===== config.mk =====
export PLATFORM = sky130hd
export DESIGN_NAME = operand_fetch
export DESIGN_NICKNAME = d
export VERILOG_FILES = /design/src/rtl/operand_fetch.sv
export SDC_FILE = /design/constraint.sdc
export NUM_CORES = 1
export LEC_CHECK = 0
export CAP_MARGIN = 20
export CORE_AREA = 10 10 133 123
export CTS_BUF_LIST = sky130_fd_sc_hd__clkbuf_4 sky130_fd_sc_hd__clkbuf_8
export CTS_CLUSTER_SIZE = 25
export DETAILED_ROUTE_END_ITERATION = 7
export DIE_AREA = 0 0 143 133
export DONT_BUFFER_PORTS = 1
export PLACE_DENSITY = 0.59
export SLEW_MARGIN = 20
export SYNTH_ARGS = -nofsm -noshare
export SYNTH_HDL_FRONTEND = slang
export SYNTH_SLANG_ARGS = --single-unit

===== constraint.sdc =====
create_clock -name clk -period 4 [get_ports clk]
set_clock_uncertainty 0.1 [all_clocks]
set_input_delay 1 -clock clk [delete_from_list [all_inputs] [get_ports clk]]
set_output_delay 1 -clock clk [all_outputs]
set_load 0.1 [all_outputs]

===== src/rtl/operand_fetch.sv =====
// Operand fetch stage between decode and execute: reads the GPR file, bypasses
// the writeback in flight, scoreboards pending destinations and stalls on hazards.
module operand_fetch #(
  parameter int DATA_W = 32,
  parameter int ADDR_W = 5
) (
  input  logic              clk,
  input  logic              rst_n,
  input  logic              req_valid,
  output logic              req_ready,
  input  logic [ADDR_W-1:0] req_a_addr,
  input  logic [ADDR_W-1:0] req_b_addr,
  input  logic [ADDR_W-1:0] req_dest,
  input  logic              req_we,
  output logic [ADDR_W-1:0] rf_a_addr,
  output logic [ADDR_W-1:0] rf_b_addr,
  input  logic [DATA_W-1:0] rf_a_data,
  input  logic [DATA_W-1:0] rf_b_data,
  input  logic              wb_valid,
  input  logic [ADDR_W-1:0] wb_addr,
  input  logic [DATA_W-1:0] wb_data,
  output logic              op_valid,
  input  logic              op_ready,
  output logic [DATA_W-1:0] op_a,
  output logic [DATA_W-1:0] op_b,
  output logic [ADDR_W-1:0] op_dest,
  output logic              op_we
);

  localparam int NREG = 1 << ADDR_W;

  typedef enum logic {
    ST_EMPTY = 1'b0,
    ST_FULL  = 1'b1
  } state_t;

  state_t            r_state;
  state_t            w_state_next;
  logic [NREG-1:0]   r_pending;
  logic [NREG-1:0]   w_pending_next;
  logic [DATA_W-1:0] r_op_a;
  logic [DATA_W-1:0] r_op_b;
  logic [ADDR_W-1:0] r_op_dest;
  logic              r_op_we;

  logic              w_byp_a;
  logic              w_byp_b;
  logic              w_byp_dest;
  logic              w_raw_a;
  logic              w_raw_b;
  logic              w_waw;
  logic              w_hazard;
  logic              w_out_free;
  logic              w_accept;
  logic [DATA_W-1:0] w_src_a;
  logic [DATA_W-1:0] w_src_b;

  assign rf_a_addr = req_a_addr;
  assign rf_b_addr = req_b_addr;

  // The register file only updates at the edge, so a same-cycle writeback must
  // be forwarded whether or not the register was scoreboarded.
  assign w_byp_a    = wb_valid && (wb_addr == req_a_addr);
  assign w_byp_b    = wb_valid && (wb_addr == req_b_addr);
  assign w_byp_dest = wb_valid && (wb_addr == req_dest);

  assign w_src_a = w_byp_a ? wb_data : rf_a_data;
  assign w_src_b = w_byp_b ? wb_data : rf_b_data;

  assign w_raw_a  = r_pending[req_a_addr] && !w_byp_a;
  assign w_raw_b  = r_pending[req_b_addr] && !w_byp_b;
  assign w_waw    = req_we && r_pending[req_dest] && !w_byp_dest;
  assign w_hazard = w_raw_a || w_raw_b || w_waw;

  assign op_valid   = (r_state == ST_FULL);
  assign w_out_free = !op_valid || op_ready;
  assign req_ready  = !w_hazard && w_out_free;
  assign w_accept   = req_valid && req_ready;

  // Clear first, then set, so a new claim beats a retiring writeback.
  always_comb begin
    w_pending_next = r_pending;
    if (wb_valid) begin
      w_pending_next[wb_addr] = 1'b0;
    end
    if (w_accept && req_we) begin
      w_pending_next[req_dest] = 1'b1;
    end
  end

  always_comb begin
    w_state_next = r_state;
    case (r_state)
      ST_EMPTY: begin
        if (w_accept) begin
          w_state_next = ST_FULL;
        end
      end
      ST_FULL: begin
        if (op_ready && !w_accept) begin
          w_state_next = ST_EMPTY;
        end
      end
      default: w_state_next = ST_EMPTY;
    endcase
  end

  always_ff @(posedge clk or negedge rst_n) begin
    if (!rst_n) begin
      r_state   <= ST_EMPTY;
      r_pending <= '0;
    end else begin
      r_state   <= w_state_next;
      r_pending <= w_pending_next;
    end
  end

  // Bundle registers change only on accept, which keeps them stable under backpressure.
  always_ff @(posedge clk or negedge rst_n) begin
    if (!rst_n) begin
      r_op_a    <= '0;
      r_op_b    <= '0;
      r_op_dest <= '0;
      r_op_we   <= 1'b0;
    end else if (w_accept) begin
      r_op_a    <= w_src_a;
      r_op_b    <= w_src_b;
      r_op_dest <= req_dest;
      r_op_we   <= req_we;
    end
  end

  assign op_a    = r_op_a;
  assign op_b    = r_op_b;
  assign op_dest = r_op_dest;
  assign op_we   = r_op_we;

endmodule


# Yosys cells after proc, flatten, opt, wreduce, memory -nomap -nowiden
# Index checks and enable logic that the tools add are counted.
dict set report word_totals {
  reg_bits 103
  output_inout_bits 82
  elab_cells 58
}
dict set report op_classes {
  order_cmp 6
  n_eq_ne 3
  n_mux 17
  n_bitwise 4
  n_reduce_logical 22
}
# op count
set ops {}
lappend ops {{$mux W32} 4}
lappend ops {{$and A32 B32 Y32} 1}
lappend ops {{$not A32 Y32} 1}
lappend ops {{$or A32 B32 Y32} 1}
lappend ops {{$lt A5 B6 Y1 const B} 4}
lappend ops {{$bmux W1 S5} 3}
lappend ops {{$eq A5 B5 Y1} 3}
lappend ops {{$logic_and A1 B1 Y1} 13}
lappend ops {{$demux W1 S5} 2}
lappend ops {{$ge A5 B1 Y1 const B} 2}
lappend ops {{$mux W1} 7}
lappend ops {{$logic_not A1 Y1} 6}
lappend ops {{$logic_or A1 B1 Y1} 3}
lappend ops {{$pmux W1 S2} 1}
lappend ops {{$not A1 Y1} 1}

# Longest topological paths before layout
dict set report depth {
  ltp_word 13
  depth_mapped 10
}

# Worst setup path before layout
# No wires, ideal clock.
dict set report synth_timing {
  kind {input -> output}
  from {in wb_addr[2]}
  to {out req_ready}
  t_arrival_ns 3.746
  required_time_ns 2.900
  slack_ns -0.846
  stages 8
  path_cell_list {clkbuf_1 > xor2_1 > nor4_1 > and3_1 > clkbuf_1 > clkbuf_1 > o21ai_0 > nor2_1}
}
dict set report synth_between {
  elab_chain_cells 8
  elab_cells_between_ends 16
  cone_classes {3 x eq/ne; 13 x reduce/logical}
}
# item line_no
set synth_rtl {}
lappend synth_rtl {{start, declared} 20} ;# input logic [ADDR_W-1:0] wb_addr,
lappend synth_rtl {{$eq A5 B5 Y1, on equally long branches} {63, 64}}
lappend synth_rtl {{$logic_and A1 B1 Y1, on equally long branches} {63, 64}}
lappend synth_rtl {{$logic_not A1 Y1, on equally long branches} {70, 71}}
lappend synth_rtl {{$logic_and A1 B1 Y1, on equally long branches} {70, 71}}
lappend synth_rtl {{$logic_or A1 B1 Y1} 73} ;# assign w_hazard = w_raw_a || w_raw_b || w_waw;
lappend synth_rtl {{$logic_or A1 B1 Y1 (*)} 73}
lappend synth_rtl {{$logic_not A1 Y1 (*)} 77} ;# assign req_ready = !w_hazard && w_out_free;
lappend synth_rtl {{$logic_and A1 B1 Y1 (*)} 77}
lappend synth_rtl {{end, declared} 10} ;# output logic req_ready,
# Every way passes the cells marked *; elsewhere a longest branch is shown, timed or not.

# Worst setup path after layout
dict set report layout_timing {
  from {in req_b_addr[0]}
  to {out req_ready}
}
dict set report layout_between {
  elab_chain_cells 8
  elab_cells_between_ends 10
  cone_classes {1 x eq/ne; 2 x mux; 7 x reduce/logical}
}
# item line_no
set layout_rtl {}
lappend layout_rtl {{start, declared} 12} ;# input logic [ADDR_W-1:0] req_b_addr,
lappend layout_rtl {{parallel branches: the longest is 3 deep, another holds $bmux W1 S5} n/a}
lappend layout_rtl {{$logic_and A1 B1 Y1 (*)} 71} ;# assign w_raw_b = r_pending[req_b_addr] && !w_byp_b;
lappend layout_rtl {{$logic_or A1 B1 Y1 (*) (2 in a row)} 73}
lappend layout_rtl {{$logic_not A1 Y1 (*)} 77}
lappend layout_rtl {{$logic_and A1 B1 Y1 (*)} 77}
# Mark *: on every way between the ends. The select of a mux whose other input is x is not followed.

==> flow_summary_export.csv <==
group,metric,value,unit
clock_network,postCtsHoldBufs,0,
worst_setup_path,rr_startpoint,"r_pending[3]",
worst_setup_path,timing.critical_path.to_type,"primary output",
sta,fmax,278,MHz
routing,routedWlPerCell,27.3,um
place,io_buffer_count,0,
yosys,postSynthNetCount,579,
grt,grt_max_degree,104,
sta,setup_total_negative_slack,0,ns
clock_network,cts.clk_slew.worst_paths,0.11,ns
place,gp_congestion,0.872,
yosys,post_synth_num_cell_types,41,
die,floorplan.die.height,133,um
sta,final.period_utilization,0.899,
grt,global_route.usage.total,0.173,
worst_setup_path,critical_path_required,2.90,ns
yosys,synth-seq-cells,103,
cells_and_area,final_cell_mix,"122 x sky130_fd_sc_hd__mux2_2, 103 x sky130_fd_sc_hd__dfrtp_1, 36 x sky130_fd_sc_hd__o21ai_0, 31 x sky130_fd_sc_hd__o31ai_1, 25 x sky130_fd_sc_hd__mux4_2",
die,initial_core_util,0.437,
yosys,postSynthCellCount,457,
cells_and_area,layout.cells.most_common,"sky130_fd_sc_hd__mux2_2",
grt,grt.overflow.total,0,
routing,drt_wl_total,16600,um
clock_network,sink_count_of_the_clock_tree,103,
die,core_area,13700,um2
clock_network,cts.repair_timing.setup_buffer_count,0,
run,max_cap_viol_count,0,
die,die_w,143,um
sta,final_setup_violations,0,
clock_network,clk_root_buffer_cell,"sky130_fd_sc_hd__clkbuf_8",
worst_hold_path,hold_wc_path_type,"in -> async",
sta,min_clock_period_post_route,3.59,ns
routing,drc_errors,0,
sta,worst_pin_slew,0.964,ns
clock_network,cts_tree,"yes",
worst_setup_path,start_kind,"input pin",
worst_setup_path,setup.worst_path.class,"in -> out",
yosys,syn_avg_cell_area,13.1,um2
pwr,static-leakage-power,0.00237,uW
clock_network,cts-resized-gates,0,
die,die-area,19000,um2
sta,max_slew_margin,0.358,
sta,grt_setup_unrepaired,"false",
pwr,power.density,843,nW/um2
routing,antenna_nets_post_route,0,
worst_setup_path,reg2reg_slack,1.09,ns
routing,via_count,3851,
cells_and_area,drive_above_1_share,0.437,
grt,grt_pass1_vias,4158,
cells_and_area,final_net_count,552,
sta,hold_viol,0,
place,dp_hpwl,12400,um
sta,report.final.slew_viol_count,0,
yosys,synth_sequential_area_ratio,0.431,
run_status,outcome,"complete, no violations",
routing,dr.first_iter.drc_count,386,
cells_and_area,insertedDiodeCount,0,
clock_network,clock_insertion_delay_worst_skew,0.37,ns
routing,detailed_route_vias_per_instance,6.34,
routing,drt_pre_antenna_iters,5,
yosys,yosysWarnings,0,
worst_setup_path,worst_setup_path_startpoint,"req_b_addr[0]",
pwr,power.ir.vdd_worst,618,uV
worst_setup_path,critPathArrivalTime,2.49,ns
clock_network,cts_max_level,3,
clock_network,cts_made_buffers,9,
die,io_pins,204,
yosys,synthesis.area,5980,um2
grt,grt_pass1_wl,25600,um
grt,grt_antenna_before_repair,0,
die,placement_rows,41,
clock_network,clock_tree.buffer_depth,2,
cells_and_area,layout-area-overhead-vs-synth,4.12,%
cells_and_area,finish.utilization,0.455,
worst_setup_path,timing.critical_path.fanout_max,10,
-- cell families (layout without fill, tap and decap cells) --
logic type      Yosys count  count (layout)  share of synthesized area
compound gates           77              77                     0.0891
xor+xnor                 15              15                     0.0220
buf+inv                  50              28                     0.0496
flops                   103             103                      0.431
mux                     164             164                      0.358
simple gates             48              48                     0.0500
-- metal layers --
| metal | routed length (um) | share of wire | GRT usage | vias to the layer above |
|---|---|---|---|---|
| li1 | - | - | - | 1658 |
| met1 | 6210 | 0.37 | 0.208 | 1958 |
| met2 | 8040 | 0.49 | 0.272 | 217 |
| met3 | 2080 | 0.13 | 0.0773 | 18 |
| met4 | 242 | 0.015 | 0.0533 | 0 |
| met5 | 0 | 0 | 0 | - |
-- power breakdown --
| group | leakage, uW | internal (uW) | switching [uW] |
|---|---|---|---|
| Clock | 0.0000849 | 242 | 381 |
| Combinational | 0.00103 | 475 | 294 |
| Sequential | 0.00126 | 1330 | 2520 |
| Total | 0.00237 | 2050 | 3190 |
-- cells in the mapped netlist --
master / n / area, um2
sky130_fd_sc_hd__a32oi_1: 4 / 35.0
sky130_fd_sc_hd__buf_6: 7 / 78.8
sky130_fd_sc_hd__nand3_1: 4 / 20.0
sky130_fd_sc_hd__o31ai_2: 1 / 12.5
sky130_fd_sc_hd__buf_2: 9 / 45.0
sky130_fd_sc_hd__xnor2_1: 7 / 61.3
sky130_fd_sc_hd__o2111a_1: 1 / 11.3
sky130_fd_sc_hd__nand3b_1: 9 / 67.6
sky130_fd_sc_hd__o211ai_1: 1 / 7.51
sky130_fd_sc_hd__nor4_1: 2 / 12.5
sky130_fd_sc_hd__and3_1: 3 / 18.8
sky130_fd_sc_hd__nor3_1: 1 / 5.00
sky130_fd_sc_hd__a2111oi_4: 1 / 27.5
sky130_fd_sc_hd__mux2_2: 122 / 1370
sky130_fd_sc_hd__or2_1: 1 / 6.26
sky130_fd_sc_hd__nand2_1: 8 / 30.0
sky130_fd_sc_hd__or3_1: 3 / 18.8
sky130_fd_sc_hd__mux2_1: 4 / 45.0
sky130_fd_sc_hd__nand2b_1: 1 / 6.26
sky130_fd_sc_hd__o31ai_1: 31 / 233
sky130_fd_sc_hd__nor2_4: 1 / 11.3
sky130_fd_sc_hd__and3b_1: 1 / 8.76
sky130_fd_sc_hd__nor2_1: 3 / 11.3
sky130_fd_sc_hd__mux2i_1: 7 / 70.1
sky130_fd_sc_hd__a32o_1: 1 / 10.0
sky130_fd_sc_hd__and2_1: 1 / 6.26
sky130_fd_sc_hd__buf_1: 3 / 11.3
sky130_fd_sc_hd__nand4_1: 1 / 6.26
sky130_fd_sc_hd__dfrtp_1: 103 / 2580
sky130_fd_sc_hd__or3b_2: 4 / 35.0
sky130_fd_sc_hd__xor2_1: 8 / 70.1
sky130_fd_sc_hd__mux2_4: 6 / 90.1
sky130_fd_sc_hd__inv_1: 1 / 3.75
sky130_fd_sc_hd__mux4_2: 25 / 563
sky130_fd_sc_hd__o21ai_0: 36 / 180
sky130_fd_sc_hd__o32ai_2: 1 / 16.3
sky130_fd_sc_hd__clkbuf_1: 18 / 67.6
sky130_fd_sc_hd__nor2b_1: 3 / 18.8
sky130_fd_sc_hd__nor3b_1: 1 / 7.51
sky130_fd_sc_hd__buf_4: 12 / 90.1
sky130_fd_sc_hd__and4_1: 1 / 8.76
-- sequential cells by signal (all words and copies together), names as in the netlist --
name	flops
op_we	1
op_valid	1
r_pending	32
op_a	32
op_dest	5
op_b	32
-- worst paths after layout --
path                        endpoint  cells after the start
max reg2reg                 op_b[29]                      7
min                         op_b[10]                      0
max                        req_ready                      6
min in group clk            op_valid                      2
min reg2reg                 op_valid                      2
max in group asynchronous   op_b[20]                      0
-- critical path, cell delays in order --
cell,delay (ns)
sky130_fd_sc_hd__mux4_2,0.46
sky130_fd_sc_hd__nor2b_1,0.17
sky130_fd_sc_hd__a2111oi_4,0.32
sky130_fd_sc_hd__o32ai_2,0.20
sky130_fd_sc_hd__nor2_4,0.16
sky130_fd_sc_hd__buf_12,0.18
-- metrics by stage --
step	cells	setup slack [ns]	hold slack (ns)	area, um2	total power [uW]
after global placement	591	0.419	0.399	6040	4630
after detailed placement	591	0.392	0.412	6040	4660
final	607	0.406	0.204	6230	5250
after global routing	607	0.337	0.165	6230	5450
after floorplan	457	0.0102	0.401	5990	4460
after CTS	607	0.403	0.178	6230	5300
-- area by class of cell --
class	count	area [um2]
Clock buffer	10	131
Clock inverter	6	51.3
Fill cell	1255	7470
Inverter	1	3.75
Multi-Input combinational cell	304	3110
Sequential cell	103	2580
Tap cell	172	215
Timing Repair Buffer	11	133
No activity file was read; power rests on OpenSTA's default activity.
